$ cat config.mk
export PLATFORM = sky130hd
export DESIGN_NAME = tmr_scrub_reg
export DESIGN_NICKNAME = d
export VERILOG_FILES = /design/src/rtl/tmr_pkg.sv /design/src/rtl/tmr_vote3.sv /design/src/rtl/tmr_scrub_reg.sv
export SDC_FILE = /design/constraint.sdc
export NUM_CORES = 1
export LEC_CHECK = 0
export BUFFER_PORTS_ARGS = -buffer_cell sky130_fd_sc_hd__buf_4
export CAP_MARGIN = 25
export CELL_PAD_IN_SITES_DETAIL_PLACEMENT = 1
export CELL_PAD_IN_SITES_GLOBAL_PLACEMENT = 2
export CORE_UTILIZATION = 40
export CTS_CLUSTER_SIZE = 12
export DETAILED_ROUTE_END_ITERATION = 7
export GPL_TIMING_DRIVEN = 0
export PLACE_DENSITY_LB_ADDON = 0.1
export SLEW_MARGIN = 5
export SYNTH_ARGS = -nofsm -noshare
export SYNTH_HDL_FRONTEND = slang
export SYNTH_HIERARCHICAL = 1
export SYNTH_SLANG_ARGS = --single-unit
$ cat constraint.sdc
create_clock -name CLK -period 4.1 [get_ports CLK]
set_input_delay 0.615 -clock CLK [delete_from_list [all_inputs] [get_ports CLK]]
set_output_delay 0.615 -clock CLK [all_outputs]
set_load 0.02 [all_outputs]
$ cat src/rtl/tmr_pkg.sv
// rtl/tmr_pkg.sv - scrub FSM state type and per-bit majority-of-three helper
package tmr_pkg;

   typedef enum logic {
      WAIT  = 1'b0,
      SCRUB = 1'b1
   } scrub_state_t;

   function automatic logic maj3(input logic a, input logic b, input logic c);
      return (a & b) | (b & c) | (a & c);
   endfunction

endpackage

$ cat src/rtl/tmr_vote3.sv
// rtl/tmr_vote3.sv - bitwise 2-of-3 voter with any-mismatch and no-two-equal flags
module tmr_vote3
   import tmr_pkg::*;
#(
   parameter int WIDTH = 8
) (
   input  logic [WIDTH-1:0] a,
   input  logic [WIDTH-1:0] b,
   input  logic [WIDTH-1:0] c,
   output logic [WIDTH-1:0] voted,
   output logic             mismatch,
   output logic             no_two_equal
);

   always_comb begin
      voted = '0;
      for (int i = 0; i < WIDTH; i++) begin
         voted[i] = maj3(a[i], b[i], c[i]);
      end
   end

   assign mismatch     = (a != b) || (b != c);
   assign no_two_equal = (a != b) && (b != c) && (a != c);

endmodule

$ cat src/rtl/tmr_scrub_reg.sv
// rtl/tmr_scrub_reg.sv - triple-redundant register file with periodic scrub; TMR_FAULT_INJ_EN adds FI_* injection inputs
module tmr_scrub_reg
   import tmr_pkg::*;
#(
   parameter int               WIDTH        = 8,
   parameter int               DEPTH        = 4,
   parameter int               SCRUB_PERIOD = 16,
   parameter int               CNT_W        = 8,
   parameter logic [WIDTH-1:0] RESET_VAL    = '1,
   localparam int              AW           = $clog2(DEPTH)
) (
   input  logic             CLK,
   input  logic             RN,
   input  logic             WE,
   input  logic [AW-1:0]    WADDR,
   input  logic [WIDTH-1:0] WD,
   input  logic [AW-1:0]    RADDR,
   output logic [WIDTH-1:0] RD,
   input  logic             SCRUB_EN,
   input  logic             CLR_ERR,
   output logic             ERR_PULSE,
   output logic [CNT_W-1:0] ERR_CNT,
   output logic             MULTI_ERR
`ifdef TMR_FAULT_INJ_EN
   ,
   input  logic             FI_VALID,
   input  logic [1:0]       FI_COPY,
   input  logic [AW-1:0]    FI_ADDR,
   input  logic [WIDTH-1:0] FI_MASK
`endif
);

   localparam int            IW       = $clog2(SCRUB_PERIOD);
   localparam logic [IW-1:0] IVL_LAST = IW'(SCRUB_PERIOD - 1);

   scrub_state_t                state, state_next;
   logic [IW-1:0]               ivl_cnt;
   logic [AW-1:0]               ptr;
   logic [DEPTH-1:0][WIDTH-1:0] copy_a, copy_b, copy_c;
   logic [WIDTH-1:0]            scrub_word;
   logic                        scrub_mismatch, scrub_multi;
   logic                        rd_unused_mismatch, rd_unused_multi;
   logic                        scrub_active, scrub_overwritten, count_evt, multi_evt;

   tmr_vote3 #(.WIDTH(WIDTH)) u_vote_rd (
      .a            (copy_a[RADDR]),
      .b            (copy_b[RADDR]),
      .c            (copy_c[RADDR]),
      .voted        (RD),
      .mismatch     (rd_unused_mismatch),
      .no_two_equal (rd_unused_multi)
   );

   tmr_vote3 #(.WIDTH(WIDTH)) u_vote_scrub (
      .a            (copy_a[ptr]),
      .b            (copy_b[ptr]),
      .c            (copy_c[ptr]),
      .voted        (scrub_word),
      .mismatch     (scrub_mismatch),
      .no_two_equal (scrub_multi)
   );

   // A same-cycle write to the scrubbed word replaces it, so nothing was corrected.
   assign scrub_active      = (state == SCRUB);
   assign scrub_overwritten = WE && (WADDR == ptr);
   assign count_evt         = scrub_active && !scrub_overwritten && scrub_mismatch;
   assign multi_evt         = count_evt && scrub_multi;

   always_comb begin
      state_next = state;
      case (state)
         WAIT:    if (SCRUB_EN && (ivl_cnt == IVL_LAST)) state_next = SCRUB;
         SCRUB:   state_next = WAIT;
         default: state_next = WAIT;
      endcase
   end

   always_ff @(posedge CLK or negedge RN) begin
      if (!RN) begin
         state   <= WAIT;
         ivl_cnt <= '0;
         ptr     <= '0;
      end else begin
         state <= state_next;
         if (state == WAIT) begin
            if (!SCRUB_EN || (ivl_cnt == IVL_LAST)) ivl_cnt <= '0;
            else                                   ivl_cnt <= ivl_cnt + 1'b1;
         end
         if (scrub_active) ptr <= ptr + 1'b1;
      end
   end

   always_ff @(posedge CLK or negedge RN) begin
      if (!RN) begin
         copy_a <= {DEPTH{RESET_VAL}};
         copy_b <= {DEPTH{RESET_VAL}};
         copy_c <= {DEPTH{RESET_VAL}};
      end else begin
         for (int i = 0; i < DEPTH; i++) begin
            if (WE && (WADDR == AW'(i))) begin
               copy_a[i] <= WD;
               copy_b[i] <= WD;
               copy_c[i] <= WD;
            end else if (scrub_active && (ptr == AW'(i))) begin
               copy_a[i] <= scrub_word;
               copy_b[i] <= scrub_word;
               copy_c[i] <= scrub_word;
            end
`ifdef TMR_FAULT_INJ_EN
            else if (FI_VALID && (FI_ADDR == AW'(i))) begin
               case (FI_COPY)
                  2'd0:    copy_a[i] <= copy_a[i] ^ FI_MASK;
                  2'd1:    copy_b[i] <= copy_b[i] ^ FI_MASK;
                  2'd2:    copy_c[i] <= copy_c[i] ^ FI_MASK;
                  default: ;
               endcase
            end
`endif
         end
      end
   end

   always_ff @(posedge CLK or negedge RN) begin
      if (!RN) begin
         ERR_PULSE <= 1'b0;
         ERR_CNT   <= '0;
         MULTI_ERR <= 1'b0;
      end else begin
         ERR_PULSE <= count_evt;
         if (CLR_ERR) begin
            ERR_CNT   <= '0;
            MULTI_ERR <= 1'b0;
         end else begin
            if (count_evt && (ERR_CNT != {CNT_W{1'b1}})) ERR_CNT <= ERR_CNT + 1'b1;
            if (multi_evt) MULTI_ERR <= 1'b1;
         end
      end
   end

endmodule

==> impl_metrics.yaml, run 1 <==
status:
  status: "complete, no violations"
placed_design:
  gp_congestion: 0.7425
  place_ws_ps: 565.5
  place_area_mm2: 0.003975
  port_buffers: 32
  hpwl_mm: 6.385
  dp_cells: 473
floorplanning:
  io_pins: 35
  chipWidth_um: 96.80
  rows: 34
  die_area_mm2: 0.009370
  fp.coreArea_mm2: 0.008721
  start_util_pct: 41.22
  die_height_um: 96.80
worst_setup_path:
  worst_setup_path_end_kind: "flip-flop"
  crit_path_start_kind: "flip-flop"
  crit_arrival_ps: 3750
  crit_path_max_fanout: 10
  crit_required_ps: 4300
  crit_type: "flip-flop to flip-flop"
grt:
  grt_pass1_wl_mm: 15.05
  antenna_found_initial: 0
  grt_overflow_total: 0
  grt_use_total_pct: 20.65
  grt_max_degree: 50
  grt_pass1_vias: 2866
detailed_routing:
  vias_per_cell: 5.605
  drt-wirelength-per-cell_um: 18.80
  drt-initial-drc-count: 79
  dr.pass1.iters: 4
  routed_wl_mm: 9.042
  drcViolationCount: 0
  vias: 2696
  antenna_left: 0
sta:
  fmax_mhz: 281.6
  tightest_slew_ps: 784.5
  final.min_clock_period_ps: 3551
  hold_viol: 0
  fin_hold_ws_ps: 348.5
  final.setup_skew_ps: 18.92
  fin_tns_setup_ps: 0
  min_period_over_period_pct: 86.60
  slew_violations: 0
  setup_viol: 0
  relSlewSlack_pct: 47.70
  rsz0062_at_grt: "false"
  finalWorstSetupSlack_ps: 549.4
final_layout:
  final_util_pct: 46.69
  drive_above_1_share_pct: 25.74
  final_area_mm2: 0.004071
  diodes: 0
  register_area_mm2: 0.001266
  fillCellCount: 954
  final_cells: 481
  syn2layout_area_growth_pct: 13.26
  nets: 443
  multiInputGateArea_mm2: 0.002251
pwr:
  vdd_drop_max_mv: 0.1343
  cellLeakagePower_nw: 1.953
  power_density_mw_per_mm2: 341.6
  finalPower_mw: 1.391
clock_network:
  cts_buffer_depth: 2
  cts_resized: 0
  ctsRootBufferMaster: "clkbuf_8"
  clk_pin_slew_worst_paths_ps: 110
  cts_tree: "yes"
  cts_inserted_buffers: 5
  cts_setup_buffers: 0
  hold_buffers: 0
  cts.sinks: 49
  worstSkewPairLatency_ps: 310
  cts_max_level: 2
logic_synthesis:
  yosysWarnings: 6
  avgSynthCellArea_um2: 10.83
  syn_area_mm2: 0.003595
  synth.net_count: 403
  syn-instance-count: 332
hold_path:
  min_path_type: "primary input to async pin"
flow_run:
  maxCapViolations: 0
## worst max-delay path: stages (launching register included)
cell and delay (ps):
dfrtp_1 420, buf_2 390, mux4_2 650, ha_1 330, nor4_1 420, nand4_1 300
nand2_1 290, a31oi_1 140, nor3b_1 190, mux2_2 300
## power by group
part	switching (mW)	internal [mW]	total (mW)
clock	0.179	0.137	0.316
sequential	0.0416	0.576	0.618
combinational	0.252	0.204	0.456
total	0.472	0.918	1.39
## placed cells by master, fill, tap and decap left out
master	instances
clkbuf_8	6
nor3_1	2
or4_1	2
nand4_1	3
mux2i_1	33
buf_4	32
or3_1	16
mux4_2	16
nor2_1	22
and2_1	1
o31ai_1	3
buf_6	2
ha_1	54
o41ai_1	1
or4b_1	1
xnor2_1	2
o21ai_0	21
and3_1	4
buf_2	3
buf_1	1
clkbuf_1	8
o31a_1	1
nand2b_1	4
nor4_1	8
nor4b_1	1
nand3_1	8
a21oi_1	20
xor2_1	1
nand3b_1	4
mux2_2	3
clkinv_2	1
a31oi_1	2
nor2b_1	4
dfrtp_1	17
nand2_1	28
dfstp_2	32
clkinv_4	1
inv_1	3
nor3b_1	2
## worst paths after layout
kind	depth (start not counted)	to	start	slack, ps
max in group asynchronous	1	ERR_CNT[0]	RN	3320
max reg2reg	9	ERR_CNT[6]	ptr[0]	550
max	9	ERR_CNT[6]	ptr[0]	550
min in group CLK	2	MULTI_ERR	MULTI_ERR	530
min	1	scrub_active	RN	350
min reg2reg	2	MULTI_ERR	MULTI_ERR	530
## sequential cells by signal, summed over array words and instances (netlist names)
register / count
ptr: 2
ERR_CNT: 8
ERR_PULSE: 1
scrub_active: 1
MULTI_ERR: 1
copy_c: 32
ivl_cnt: 4
## cell type report
class | count | share of cell area (%)
timing repair buffer | 33 | 6.023
clock inverter | 2 | 0.3380
sequential | 49 | 31.10
inverter | 3 | 0.2766
tap | 108 | 3.319
buffer | 13 | 1.629
multi-input combinational | 267 | 55.29
clock buffer | 6 | 2.028
## per-layer routing
layer / vias up / global-route usage, % / routed length (um)
met4: 0 / 3.674 / 56
met2: 36 / 37.49 / 4654
met1: 1338 / 26.22 / 4102
met3: 4 / 2.890 / 228
li1: 1318 / - / -
met5: - / 0 / 0
Power figures use the tool's default switching activity.
==> run 2: changes to the inputs <==
--- a/config.mk
+++ b/config.mk
@@ -14,7 +14,8 @@
 export DETAILED_ROUTE_END_ITERATION = 7
 export GPL_TIMING_DRIVEN = 0
 export PLACE_DENSITY_LB_ADDON = 0.1
-export SLEW_MARGIN = 5
+export REMOVE_ABC_BUFFERS = 1
+export SLEW_MARGIN = 15
 export SYNTH_ARGS = -nofsm -noshare
 export SYNTH_HDL_FRONTEND = slang
 export SYNTH_HIERARCHICAL = 1
==> impl_metrics.yaml, run 2 (synthesis results as in run 1) <==
sta:
  final.setup_skew_ps: 11.39
  hold_viol: 0
  fin_tns_setup_ps: 0
  setup_viol: 0
  tightest_slew_ps: 775.6
  min_period_over_period_pct: 85.96
  fmax_mhz: 283.7
  slew_violations: 0
  relSlewSlack_pct: 48.30
  rsz0062_at_grt: "false"
  final.min_clock_period_ps: 3524
final_layout:
  final_area_mm2: 0.004043
  fillCellCount: 950
  largestRegisters: "copy_c: 32 flops, ERR_CNT: 8 flops, ivl_cnt: 4 flops"
  multiInputGateArea_mm2: 0.002256
  largest_reg_flops: 32
  layout_common_cells: "ha_1, buf_4, mux2i_1, dfstp_2, nand2_1"
  max_flop_register: "copy_c"
  diodes: 0
  nets: 432
  drive_above_1_share_pct: 25.97
  syn2layout_area_growth_pct: 12.46
  final_common_cell: "ha_1"
  register_area_mm2: 0.001266
pwr:
  vdd_drop_max_mv: 0.1332
  p_int_mw: 0.9619
  swShare_pct: 31.92
  pwr-share-seq_pct: 43.6
  power_frac_clock_pct: 24.6
  pwr-share-comb_pct: 31.8
  cellLeakagePower_nw: 1.935
  power.switching_mw: 0.4511
  finalPower_mw: 1.413
  power_density_mw_per_mm2: 349.5
worst_setup_path:
  crit_arrival_ps: 3730
  crit_required_ps: 4300
  worst_setup_path_end_kind: "flip-flop"
  crit_path_start_kind: "flip-flop"
  crit_path_max_fanout: 13
  crit_type: "flip-flop to flip-flop"
clock_network:
  cts_setup_buffers: 0
  ctsRootBufferMaster: "clkbuf_8"
  worstSkewPairLatency_ps: 310
  cts_max_level: 2
  cts_buffer_depth: 2
  clk_pin_slew_worst_paths_ps: 100
  hold_buffers: 0
  cts_resized: 0
  cts_inserted_buffers: 5
  cts.sinks: 49
  cts_tree: "yes"
hold_path:
  min_path_type: "primary input to async pin"
placed_design:
  place_area_mm2: 0.003935
  gp_congestion: 0.7749
  hpwl_mm: 5.888
  port_buffers: 34
floorplanning:
  fp.coreArea_mm2: 0.008721
  die_height_um: 96.80
  rows: 34
  io_pins: 35
  chipWidth_um: 96.80
  die_area_mm2: 0.009370
  start_util_pct: 41.22
grt:
  grt_overflow_total: 0
  grt_use_total_pct: 19.00
  grt_pass1_vias: 2790
  grt_pass1_wl_mm: 14.02
  grt_max_degree: 50
  antenna_found_initial: 0
detailed_routing:
  drcViolationCount: 0
  routed_wl_mm: 8.246
  dr.pass1.iters: 4
  vias: 2645
  drt-initial-drc-count: 66
  antenna_left: 0
  vias_per_cell: 5.628
  drt-wirelength-per-cell_um: 17.54
status:
  status: "complete, no violations"
flow_run:
  maxCapViolations: 0
## run 2: cell count changes in the layout (fill, tap and decap cells not counted), sizes merged
cell	previous run	this run
clkbuf	14	6
clkinv	2	1
buf	38	35
bufinv	0	1
## run 2: worst paths after layout
check,start,to,slack (ps),depth (start not counted)
setup / recovery,ptr[0],ERR_CNT[6],580,8
hold / removal,RN,scrub_active,340,1
setup reg to reg,ptr[0],ERR_CNT[6],580,8
hold reg to reg,ivl_cnt[3],ivl_cnt[3],520,1
max in group asynchronous,RN,ptr[0],3340,1
min in group CLK,ivl_cnt[3],ivl_cnt[3],520,1
## run 2: cell type report
type,instances,area share [%]
flip-flops and latches,49,31.32
inverters,3,0.2786
multi-input cells,267,55.80
well taps,108,3.343
clock buffers,6,1.795
repair buffers,35,6.592
clock inverters,2,0.8666
## run 2: worst max-delay path, stage by stage, from the launching register on
cell and delay (ps):
dfrtp_1 860, mux4_2 680, ha_1 340, nor4_1 390, nand4_1 250, nand2_1 290
a31oi_1 140, nor3b_1 190, mux2_2 290
## run 2: routing by layer
layer	vias to the layer above	part of all wire, %	track usage [%]
met5	-	0	0
met4	0	1.2	4.822
met3	9	3.0	2.962
met2	35	52	35.59
met1	1312	43	22.43
li1	1289	-	-
## run 2: metrics by stage
stage                     util [%]  hold WS (ps)  setup WS [ps]  std cells
after floorplan                  -         319.4           1145        319
after global placement       44.94         487.2          573.8        461
final                        46.36         344.4          575.7        470
after detailed placement     45.12         507.7          484.2        462
after global routing         46.36         375.5          228.1        470
after CTS                    46.36         352.6          478.5        470
## run 2: power by group through the flow
stage,logic (mW),clock network [mW],registers (mW)
CTS,0.459,0.362,0.617
finish,0.449,0.348,0.617
global route,0.518,0.381,0.625
global placement,0.443,0,0.621
floorplan,0.308,0,0.610
detailed placement,0.456,0,0.625
==> run 3: changes to the inputs <==
--- a/config.mk
+++ b/config.mk
@@ -9,7 +9,7 @@
 export CAP_MARGIN = 25
 export CELL_PAD_IN_SITES_DETAIL_PLACEMENT = 1
 export CELL_PAD_IN_SITES_GLOBAL_PLACEMENT = 2
-export CORE_UTILIZATION = 40
+export CORE_UTILIZATION = 25
 export CTS_CLUSTER_SIZE = 12
 export DETAILED_ROUTE_END_ITERATION = 7
 export GPL_TIMING_DRIVEN = 0
@@ -18,5 +18,4 @@
 export SLEW_MARGIN = 15
 export SYNTH_ARGS = -nofsm -noshare
 export SYNTH_HDL_FRONTEND = slang
-export SYNTH_HIERARCHICAL = 1
 export SYNTH_SLANG_ARGS = --single-unit
==> impl_metrics.yaml, run 3 <==
status:
  status: "complete, no violations"
sta:
  final.min_clock_period_ps: 2162
  relSlewSlack_pct: 47.66
  fin_tns_setup_ps: 0
  min_period_over_period_pct: 52.73
  fmax_mhz: 462.6
  rsz0062_at_grt: "false"
  final.setup_skew_ps: 3.912
  finalWorstSetupSlack_ps: 1938
  hold_viol: 0
  setup_viol: 0
  tightest_slew_ps: 782.7
  slew_violations: 0
worst_setup_path:
  crit_arrival_ps: 1550
  worstReg2RegEnd: "copy_c[22]"
  crit_path_max_fanout: 8
  crit_path_start_kind: "primary input"
  r2r_start: "ptr[0]"
  crit_required_ps: 3480
  rr_worst_depth: 5
  rrSetupSlack_ps: 2090
  worst_setup_path_end_kind: "output pin"
  crit_type: "primary input to output pin"
detailed_routing:
  drt-wirelength-per-cell_um: 19.03
  vias_per_cell: 4.812
  drt-initial-drc-count: 67
  vias: 1896
  dr.pass1.iters: 4
  routed_wl_mm: 7.496
  antenna_left: 0
  drcViolationCount: 0
clock_network:
  cts_buffer_depth: 2
  cts.sinks: 39
  cts_tree: "yes"
  clk_pin_slew_worst_paths_ps: 80
  cts_resized: 0
  hold_buffers: 0
  ctsRootBufferMaster: "clkbuf_8"
  worstSkewPairLatency_ps: 300
  cts_max_level: 2
  cts_inserted_buffers: 5
  cts_setup_buffers: 0
placed_design:
  hpwl_mm: 4.735
  gp_congestion: 0.6815
  place_ws_ps: 1911
  port_buffers: 23
logic_synthesis:
  netlist_top_cells_area: "dfstp_2, mux4_2, nand2_1"
  synth.top_cell.area_share_pct: 34.93
  yosysMostFrequentCell: "nand2_1"
  avgSynthCellArea_um2: 9.629
  syn_area_mm2: 0.002407
  ys_seq_area_share_pct: 42.20
  synthFlopType: "dfstp_2"
  synth_cell_types: 25
  synth-seq-cells: 39
  synth_edf_count: 0
  yosysWarnings: 0
  synthArstFlopShare_pct: 100.0
  yosys.area.top_type: "dfstp_2"
  ys_top_cells_by_count: "nand2_1, nor2_1, dfstp_2, a31oi_1, mux4_2"
  syn-instance-count: 250
final_layout:
  drive_above_1_share_pct: 32.08
  final_common_cell: "nand2_1"
  syn2layout_area_growth_pct: 12.37
  diodes: 0
  nets: 286
  layout_common_cells: "nand2_1, nor2_1, dfstp_2, a31oi_1, buf_4"
  largest_reg_flops: 32
  fillCellCount: 1083
  max_flop_register: "copy_c"
  largestRegisters: "copy_c: 32 flops, ivl_cnt: 4 flops, ptr: 2 flops"
floorplanning:
  chipWidth_um: 100.1
  die_height_um: 100.1
  rows: 35
  start_util_pct: 25.93
  fp.coreArea_mm2: 0.009284
  die_area_mm2: 0.01003
  io_pins: 35
grt:
  grt_pass1_wl_mm: 12.16
  grt_pass1_vias: 2045
  grt_use_total_pct: 16.57
  grt_max_degree: 40
  antenna_found_initial: 0
  grt_overflow_total: 0
pwr:
  cellLeakagePower_nw: 1.098
  vdd_drop_max_mv: 0.1271
  power_density_mw_per_mm2: 389.3
flow_run:
  maxCapViolations: 0
hold_path:
  min_path_type: "primary input to async pin"
-- run 3: per-stage QoR --
step | hold slack, ps | std cells | util [%] | power [mW] | cell area (um^2)
2_1_floorplan | 319.4 | 234 | - | 0.6609 | 2271
6_report | 314.1 | 394 | 29.14 | 1.053 | 2705
4_1_cts | 333.4 | 394 | 29.14 | 1.069 | 2705
3_5_place_dp | 485.8 | 386 | 28.06 | 0.7548 | 2605
3_3_place_gp | 483.6 | 386 | 28.06 | 0.7516 | 2605
5_1_grt | 355.0 | 394 | 29.14 | 1.112 | 2705
-- run 3: cell families (layout without fill, tap and decap cells) --
| logic type | Yosys count | count (layout) | synth area share [%] |
|---|---|---|---|
| AOI/OAI and AO/OA | 38 | 38 | 11.43 |
| xor gates and xnor gates | 1 | 1 | 0.3639 |
| adders and majority gates | 5 | 5 | 2.599 |
| buffers and inverters | 28 | 34 | 7.536 |
| DFF | 39 | 39 | 42.20 |
| muxes | 16 | 16 | 14.97 |
| other | 1 | 10 | 0.1558 |
| and+or+nand+nor | 122 | 122 | 20.74 |
-- run 3: metal layers --
metal / up-vias / routed length, um / global-route usage (%)
met2: 33 / 3631 / 28.03
met3: 5 / 233 / 2.646
met4: 0 / 55 / 3.344
li1: 879 / - / -
met1: 979 / 3575 / 22.47
met5: - / 0 / 0
-- run 3: worst max-delay path by stage --
stage	cells past startpoint	slack [ps]	from	end
final	3	1940	RADDR[0]	RD[5]
after global routing	5	1820	ptr[0]	copy_c[19]
after CTS	3	1910	RADDR[0]	RD[7]
after detailed placement	3	1910	RADDR[0]	RD[7]
after global placement	3	1910	RADDR[0]	RD[7]
after floorplan	1	2320	RADDR[0]	RD[0]
-- run 3: worst max-delay path, cell delays in order --
cell    delay (ps)
buf_4          210
mux4_2         540
buf_4          180
-- run 3: power by group --
group	internal, mW	total, mW	switching (mW)	leakage, nW
Sequential	0.476	0.516	0.0401	0.433
Clock	0.154	0.308	0.154	0.0515
Combinational	0.110	0.229	0.119	0.614
Total	0.739	1.05	0.314	1.10
-- run 3: layout make-up --
type | count | area (um^2) | share of cell area, %
Inverter | 3 | 11.26 | 0.4163
Clock buffer | 8 | 100.1 | 3.700
Timing Repair Buffer | 23 | 172.7 | 6.383
Tap cell | 129 | 161.4 | 5.967
Sequential cell | 39 | 1016 | 37.56
Multi-Input combinational cell | 192 | 1244 | 45.98
